==> config.mk <==
export PLATFORM = sky130hd
export DESIGN_NAME = flash_sample_streamer
export DESIGN_NICKNAME = d
export VERILOG_FILES = /design/src/rtl/flash_stream_pkg.sv /design/src/rtl/flash_addr_ctrl.sv /design/src/rtl/flash_sample_streamer.sv
export SDC_FILE = /design/constraint.sdc
export NUM_CORES = 1
export LEC_CHECK = 0
export ABC_CLOCK_PERIOD_IN_PS = 6400
export BUFFER_PORTS_ARGS = -buffer_cell sky130_fd_sc_hd__clkbuf_2
export CAP_MARGIN = 20
export CORE_ASPECT_RATIO = 1.5
export CORE_MARGIN = 2
export CORE_UTILIZATION = 60
export CTS_BUF_LIST = sky130_fd_sc_hd__clkbuf_16
export CTS_CLUSTER_DIAMETER = 30
export DETAILED_ROUTE_END_ITERATION = 8
export GPL_TIMING_DRIVEN = 0
export PLACE_DENSITY_LB_ADDON = 0.05
export SLEW_MARGIN = 15
export SYNTH_ARGS = -nofsm -noshare
export SYNTH_HDL_FRONTEND = slang
export SYNTH_HIERARCHICAL = 1
export SYNTH_SLANG_ARGS = --single-unit
==> constraint.sdc <==
create_clock -name clk -period 6.4 [get_ports clk]
set_clock_uncertainty 0.1 [all_clocks]
set_input_delay 0.64 -clock clk [delete_from_list [all_inputs] [get_ports clk]]
set_output_delay 0.64 -clock clk [all_outputs]
set_load 0.05 [all_outputs]
==> src/rtl/flash_stream_pkg.sv <==
// Shared types and constants for the flash sample streamer.
package flash_stream_pkg;

  localparam int          ADDR_W_DEF   = 23;
  localparam logic [22:0] END_ADDR_DEF = 23'h7FFFF;

  // Byte lanes carrying the upper byte of each 16-bit sample in a flash word
  localparam int SEL_LO_MSB = 15;
  localparam int SEL_LO_LSB = 8;
  localparam int SEL_HI_MSB = 31;
  localparam int SEL_HI_LSB = 24;

  typedef enum logic [2:0] {
    IDLE       = 3'd0,
    REQ        = 3'd1,
    WAIT_DATA  = 3'd2,
    OUT_FIRST  = 3'd3,
    OUT_SECOND = 3'd4,
    ADVANCE    = 3'd5
  } state_t;

  // Pick the upper byte of the low (hi=0) or high (hi=1) sample of a word
  function automatic logic [7:0] pick_byte(input logic [31:0] word, input logic hi);
    logic [7:0] b;
    if (hi) b = word[SEL_HI_MSB:SEL_HI_LSB];
    else    b = word[SEL_LO_MSB:SEL_LO_LSB];
    return b;
  endfunction

endpackage

==> src/rtl/flash_addr_ctrl.sv <==
// Flash word-address counter: start-address load, up/down step with wrap.
module flash_addr_ctrl
  import flash_stream_pkg::*;
#(
  parameter int                ADDR_W   = ADDR_W_DEF,
  parameter logic [ADDR_W-1:0] END_ADDR = ADDR_W'(END_ADDR_DEF)
) (
  input  logic              clk,
  input  logic              reset,
  input  logic              load,
  input  logic              load_dir,
  input  logic              step,
  input  logic              step_dir,
  output logic [ADDR_W-1:0] addr
);

  localparam logic [ADDR_W-1:0] ONE = {{(ADDR_W-1){1'b0}}, 1'b1};

  // Load has priority over stepping; backward start is the last word of the song
  always_ff @(posedge clk) begin
    if (reset) begin
      addr <= '0;
    end else if (load) begin
      addr <= load_dir ? END_ADDR : '0;
    end else if (step) begin
      if (step_dir) addr <= (addr == '0)       ? END_ADDR : addr - ONE;
      else          addr <= (addr == END_ADDR) ? '0       : addr + ONE;
    end
  end

endmodule

==> src/rtl/flash_sample_streamer.sv <==
// Flash-to-audio sample streamer: fetches 32-bit words from flash and emits
// the upper byte of each 16-bit sample, one per consumed sample_tick.
// Optional build macro STREAMER_UNDERRUN_CNT_EN adds a saturating 16-bit
// dropped-tick counter output (underrun_cnt).
//
// Flash handshake: a read is offered while flash_read=1 with flash_addr held
// stable; it is accepted in the cycle where flash_read=1 and
// flash_waitrequest=0, and flash_read never drops before acceptance. Data
// returns later as a single flash_readdatavalid pulse.
module flash_sample_streamer
  import flash_stream_pkg::*;
#(
  parameter int                ADDR_W   = ADDR_W_DEF,
  parameter logic [ADDR_W-1:0] END_ADDR = ADDR_W'(END_ADDR_DEF)
) (
  input  logic              clk,
  input  logic              reset,
  input  logic              sample_tick,
  input  logic              play,
  input  logic              dir,
  input  logic              restart,
  output logic [ADDR_W-1:0] flash_addr,
  output logic              flash_read,
  input  logic              flash_waitrequest,
  input  logic [31:0]       flash_readdata,
  input  logic              flash_readdatavalid,
  output logic [7:0]        audio_data,
  output logic              audio_valid,
  output logic              underrun,
`ifdef STREAMER_UNDERRUN_CNT_EN
  output logic [15:0]       underrun_cnt,
`endif
  output state_t            dbg_state
);

  state_t      state_q, state_d;
  logic        dir_q;
  logic [31:0] word_q;
  logic        pending_q;
  logic        underrun_q;
  logic        discard_q;
  logic        restart_dir_q;
  logic [7:0]  audio_data_q;
  logic        audio_valid_q;

  logic tick;
  logic in_out;
  logic in_fetch;
  logic consume;
  logic restart_jump;
  logic data_ret;
  logic refetch;
  logic drop;
  logic addr_load;
  logic addr_load_dir;
  logic addr_step;

  assign tick         = sample_tick & play;
  assign in_out       = (state_q == OUT_FIRST) || (state_q == OUT_SECOND);
  assign in_fetch     = (state_q == REQ) || (state_q == WAIT_DATA) || (state_q == ADVANCE);
  assign consume      = in_out & play & (sample_tick | pending_q) & ~restart;
  assign restart_jump = restart & ((state_q == IDLE) || in_out || (state_q == ADVANCE));
  assign data_ret     = (state_q == WAIT_DATA) & flash_readdatavalid;
  assign refetch      = data_ret & (discard_q | restart);
  assign drop         = in_fetch & tick & pending_q & ~restart;

  assign addr_load     = restart_jump | refetch;
  assign addr_load_dir = restart ? dir : restart_dir_q;
  assign addr_step     = (state_q == ADVANCE) & ~restart;

  flash_addr_ctrl #(
    .ADDR_W   (ADDR_W),
    .END_ADDR (END_ADDR)
  ) u_addr (
    .clk      (clk),
    .reset    (reset),
    .load     (addr_load),
    .load_dir (addr_load_dir),
    .step     (addr_step),
    .step_dir (dir_q),
    .addr     (flash_addr)
  );

  // State register
  always_ff @(posedge clk) begin
    if (reset) state_q <= IDLE;
    else       state_q <= state_d;
  end

  // Next-state logic; restart outside a flash transaction jumps straight back
  always_comb begin
    state_d = state_q;
    case (state_q)
      IDLE:       if (play) state_d = REQ;
      REQ:        if (!flash_waitrequest) state_d = WAIT_DATA;
      WAIT_DATA:  if (flash_readdatavalid) state_d = refetch ? REQ : OUT_FIRST;
      OUT_FIRST: begin
        if (restart)      state_d = play ? REQ : IDLE;
        else if (consume) state_d = OUT_SECOND;
      end
      OUT_SECOND: begin
        if (restart)      state_d = play ? REQ : IDLE;
        else if (consume) state_d = ADVANCE;
      end
      ADVANCE:    state_d = (restart && !play) ? IDLE : REQ;
      default:    state_d = IDLE;
    endcase
  end

  // Output decode
  always_comb begin
    flash_read  = (state_q == REQ);
    dbg_state   = state_q;
    audio_data  = audio_data_q;
    audio_valid = audio_valid_q;
    underrun    = underrun_q;
  end

  // Word datapath: direction latch, word capture, discard tracking, sample output
  always_ff @(posedge clk) begin
    if (reset) begin
      dir_q         <= 1'b0;
      word_q        <= '0;
      discard_q     <= 1'b0;
      restart_dir_q <= 1'b0;
      audio_data_q  <= '0;
      audio_valid_q <= 1'b0;
    end else begin
      if (state_d == REQ && state_q != REQ) dir_q <= dir;
      if (data_ret && !refetch) word_q <= flash_readdata;
      if (restart && (state_q == REQ || (state_q == WAIT_DATA && !flash_readdatavalid))) begin
        discard_q     <= 1'b1;
        restart_dir_q <= dir;
      end else if (data_ret) begin
        discard_q <= 1'b0;
      end
      audio_valid_q <= consume;
      if (consume) audio_data_q <= pick_byte(word_q, (state_q == OUT_SECOND) ^ dir_q);
    end
  end

  // Tick bookkeeping: one tick may wait while fetching; a second one is lost
  always_ff @(posedge clk) begin
    if (reset || restart) begin
      pending_q  <= 1'b0;
      underrun_q <= 1'b0;
    end else if (consume) begin
      pending_q <= pending_q & tick;
    end else if (in_fetch && tick) begin
      if (pending_q) underrun_q <= 1'b1;
      else           pending_q  <= 1'b1;
    end
  end

`ifdef STREAMER_UNDERRUN_CNT_EN
  logic [15:0] underrun_cnt_q;

  // Saturating count of dropped ticks
  always_ff @(posedge clk) begin
    if (reset || restart)                 underrun_cnt_q <= '0;
    else if (drop && underrun_cnt_q != 16'hFFFF) underrun_cnt_q <= underrun_cnt_q + 16'd1;
  end

  assign underrun_cnt = underrun_cnt_q;
`endif

endmodule
==> results.sh <==
export IMPL_wire_per_inst_microns=18.4
export IMPL_final_min_clock_period_ns=3.40
export IMPL_cts_repair_resized=0
export IMPL_numPortBuffers=60
export IMPL_vias_per_cell=6.42
export IMPL_ant_nets=0
export IMPL_power_density_nw_per_um2=223
export IMPL_worstSetupPathType="input port to register"
export IMPL_n_antenna_cell=0
export IMPL_slew_violations=0
export IMPL_end_kind="register"
export IMPL_finalHoldViolCount=0
export IMPL_relSlewSlack=0.482
export IMPL_track_usage=0.340
export IMPL_ys_seq_elements=56
export IMPL_route_detailed_drc=0
export IMPL_post_cts_buffers=0
export IMPL_fp_row_count=35
export IMPL_post_route_cell_area_sq_um=4260
export IMPL_die_w_microns=68.2
export IMPL_drive_gt1_frac=0.190
export IMPL_path_cells="clkbuf_2 -> clkbuf_1 -> a21oi_1 -> nor3_1 -> a31oi_1 -> o22ai_1 -> nand2_1 -> nor2_1 -> nor2_1 -> a2111oi_0 -> a21oi_1 -> o22ai_1"
export IMPL_outcome="complete, no violations"
export IMPL_met3WireLength_microns=679
export IMPL_fmax_mhz=294
export IMPL_drt_pre_antenna_iters=5
export IMPL_routed_top_layer="met4"
export IMPL_ys_types=71
export IMPL_postSynth_asyncResetShare=0
export IMPL_yosysTopAreaCell="dfxtp_1"
export IMPL_synth_edff_count=0
export IMPL_antenna_found_initial=0
export IMPL_fin_util=0.699
export IMPL_cts_root_buf="clkbuf_16"
export IMPL_die_area_sq_um=6850
export IMPL_ys_seq_area_frac=0.302
export IMPL_rsz0062_at_grt="no"
export IMPL_tightest_slew_ns=0.775
export IMPL_cts_sinks=56
export IMPL_critPathLaunchType="input port"
export IMPL_vias=3960
export IMPL_grt_max_degree=19
export IMPL_power_leakage_uw=0.00182
export IMPL_dr_wl_met2_microns=5870
export IMPL_timing_final_crit_share=0.531
export IMPL_fp_dieH_microns=100
export IMPL_synthesis_area_sq_um=3710
export IMPL_start_util=0.610
export IMPL_cts_tree="done"
export IMPL_dpl_instance_area_sq_um=4110
export IMPL_arrival_ns=3.52
export IMPL_ctsHtreeMaxLevel=2
export IMPL_cts_max_path_buffers=2
export IMPL_numCtsBuffers=5
export IMPL_avgSynthCellArea_sq_um=7.82
export IMPL_max_cap_violations=0
export IMPL_gp_congestion=1.02
export IMPL_finalSetupTns_ns=0
export IMPL_cp_slowest_cell="a2111oi_0"
export IMPL_drt_iter0_drc=307
export IMPL_synth_area_leaders="dfxtp_1 30%, mux2i_1 7.3%, nor2_1 6.4%"
export IMPL_grt_pass1_vias=3721
export IMPL_hold_class="register to register"
export IMPL_synth_top_area_frac=0.302
export IMPL_yosys_most_used_dff="dfxtp_1"
export IMPL_nets=585
export IMPL_regArea_sq_um=1120
export IMPL_place_hpwl_microns=8450
export IMPL_clk_latency_ns=0.30
export IMPL_routed_wl_microns=11400
export IMPL_max_stage_delay_ns=0.56
export IMPL_core_sq_um=6090
export IMPL_grt_overflow=0
export IMPL_finalSetupViolCount=0
export IMPL_wl_met1_microns=4220
export IMPL_n_fill_cell=527
export IMPL_hold_buffers=0
export IMPL_path_max_fanout=10
export IMPL_grt_pass1_wl_microns=17700
export IMPL_required_ns=6.52
export IMPL_clkTransAtPathRegs_ns=0.07
export IMPL_yosysWarnings=6
export IMPL_multi_input_area_sq_um=2370
export IMPL_area_growth_pct=14.6
export IMPL_ir_drop_mv=0.141
export IMPL_io_pins=77
export IMPL_syn_nets=518
export IMPL_synth_cells=475
==> worst max-delay path, delay by kind of cell <==
kind	cells	cell delay, ns
AO/OA/AOI/OAI	6	1.24
buffers and inverters	2	0.52
AND/OR/NAND/NOR	4	1.09
==> registers in the layout (all words and copies together) (netlist names) <==
register and flops:
pending_q 1, audio_data 8, word_q 16, underrun 1, audio_valid 1, restart_dir_q 1, u_addr/addr 23, dbg_state 3
discard_q 1, dir_q 1
==> final timing paths <==
check | startpoint | to | slack (ns) | depth (start not counted)
setup reg to reg | dbg_state[1]$_SDFF_PP0_ | u_addr/addr[4]$_SDFFE_PP0P_ | 3.03 | 12
setup / recovery | restart | u_addr/addr[4]$_SDFFE_PP0P_ | 3.00 | 12
hold reg to reg | audio_data[0]$_SDFFE_PP0P_ | audio_data[0]$_SDFFE_PP0P_ | 0.40 | 2
hold / removal | audio_data[0]$_SDFFE_PP0P_ | audio_data[0]$_SDFFE_PP0P_ | 0.40 | 2
==> power breakdown <==
part | internal (uW) | switching, uW | leakage (uW)
logic | 89.4 | 203 | 0.00130
clock network | 146 | 132 | 0.0000660
registers | 363 | 16.1 | 0.000455
==> cell type report <==
cell class	count	area share
plain buffers	38	0.0447
repair buffers	60	0.0705
multi-input cells	371	0.556
clock buffers	5	0.0294
clock inverters	3	0.00558
flip-flops and latches	56	0.263
well taps	74	0.0218
inverters	10	0.00882
==> synthesized netlist by cell type, types with 10 or more instances <==
cell / number
mux2i_1: 27
nand3_1: 19
a211oi_1: 13
inv_1: 10
a21oi_1: 28
dfxtp_1: 56
nor3_1: 20
a31oi_1: 10
nand2_1: 32
o21ai_0: 17
nor2_1: 63
clkbuf_1: 26
==> logic make-up (layout without fill, tap and decap cells) <==
kind of cell | Yosys count | in the layout | synth area share
AO/OA/AOI/OAI | 119 | 119 | 0.218
XOR/XNOR | 15 | 15 | 0.0374
adder cells (fa/ha/maj) | 3 | 3 | 0.0101
buffers and inverters | 48 | 116 | 0.0613
flip-flops | 56 | 56 | 0.302
multiplexers | 31 | 31 | 0.0849
AND/OR/NAND/NOR | 203 | 203 | 0.286
==> metrics by stage <==
stage          std cells  power, uW  hold slack (ns)  setup WS (ns)
2_1_floorplan        475        595            0.356           3.44
3_3_place_gp         609        668            0.374           2.92
3_5_place_dp         609        671            0.389           2.84
4_1_cts              617        948            0.402           3.07
5_1_grt              617        987            0.423           2.72
6_report             617        950            0.397           3.00
==> cells in the final DEF, fill, tap and decap left out, drive strengths merged, types with 3 or more instances in the layout <==
cell	synthesis	final
clkbuf	26	91
nor2	63	63
dfxtp	56	56
nand2	32	32
a21oi	29	29
mux2i	27	27
o21ai	24	24
nor3	23	23
nand3	19	19
a211oi	14	14
buf	12	12
inv	10	10
a31oi	10	10
nand4	8	8
xor2	8	8
or4	8	8
nor4	8	8
xnor2	7	7
o31ai	6	6
or2	6	6
nand2b	5	5
nor2b	5	5
and3	5	5
or3	4	4
mux2	4	4
or3b	3	3
nand3b	3	3
and2	3	3
o211a	3	3
a221oi	3	3
o41ai	3	3
o31a	3	3
o221ai	3	3
ha	3	3
o211ai	3	3
==> layer usage <==
metal | global-route usage | vias up
met2 | 0.597 | 184
met3 | 0.0527 | 48
met1 | 0.362 | 1845
met4 | 0.217 | 0
li1 | - | 1883
met5 | 0 | -
No activity file was read; power rests on OpenSTA's default activity.
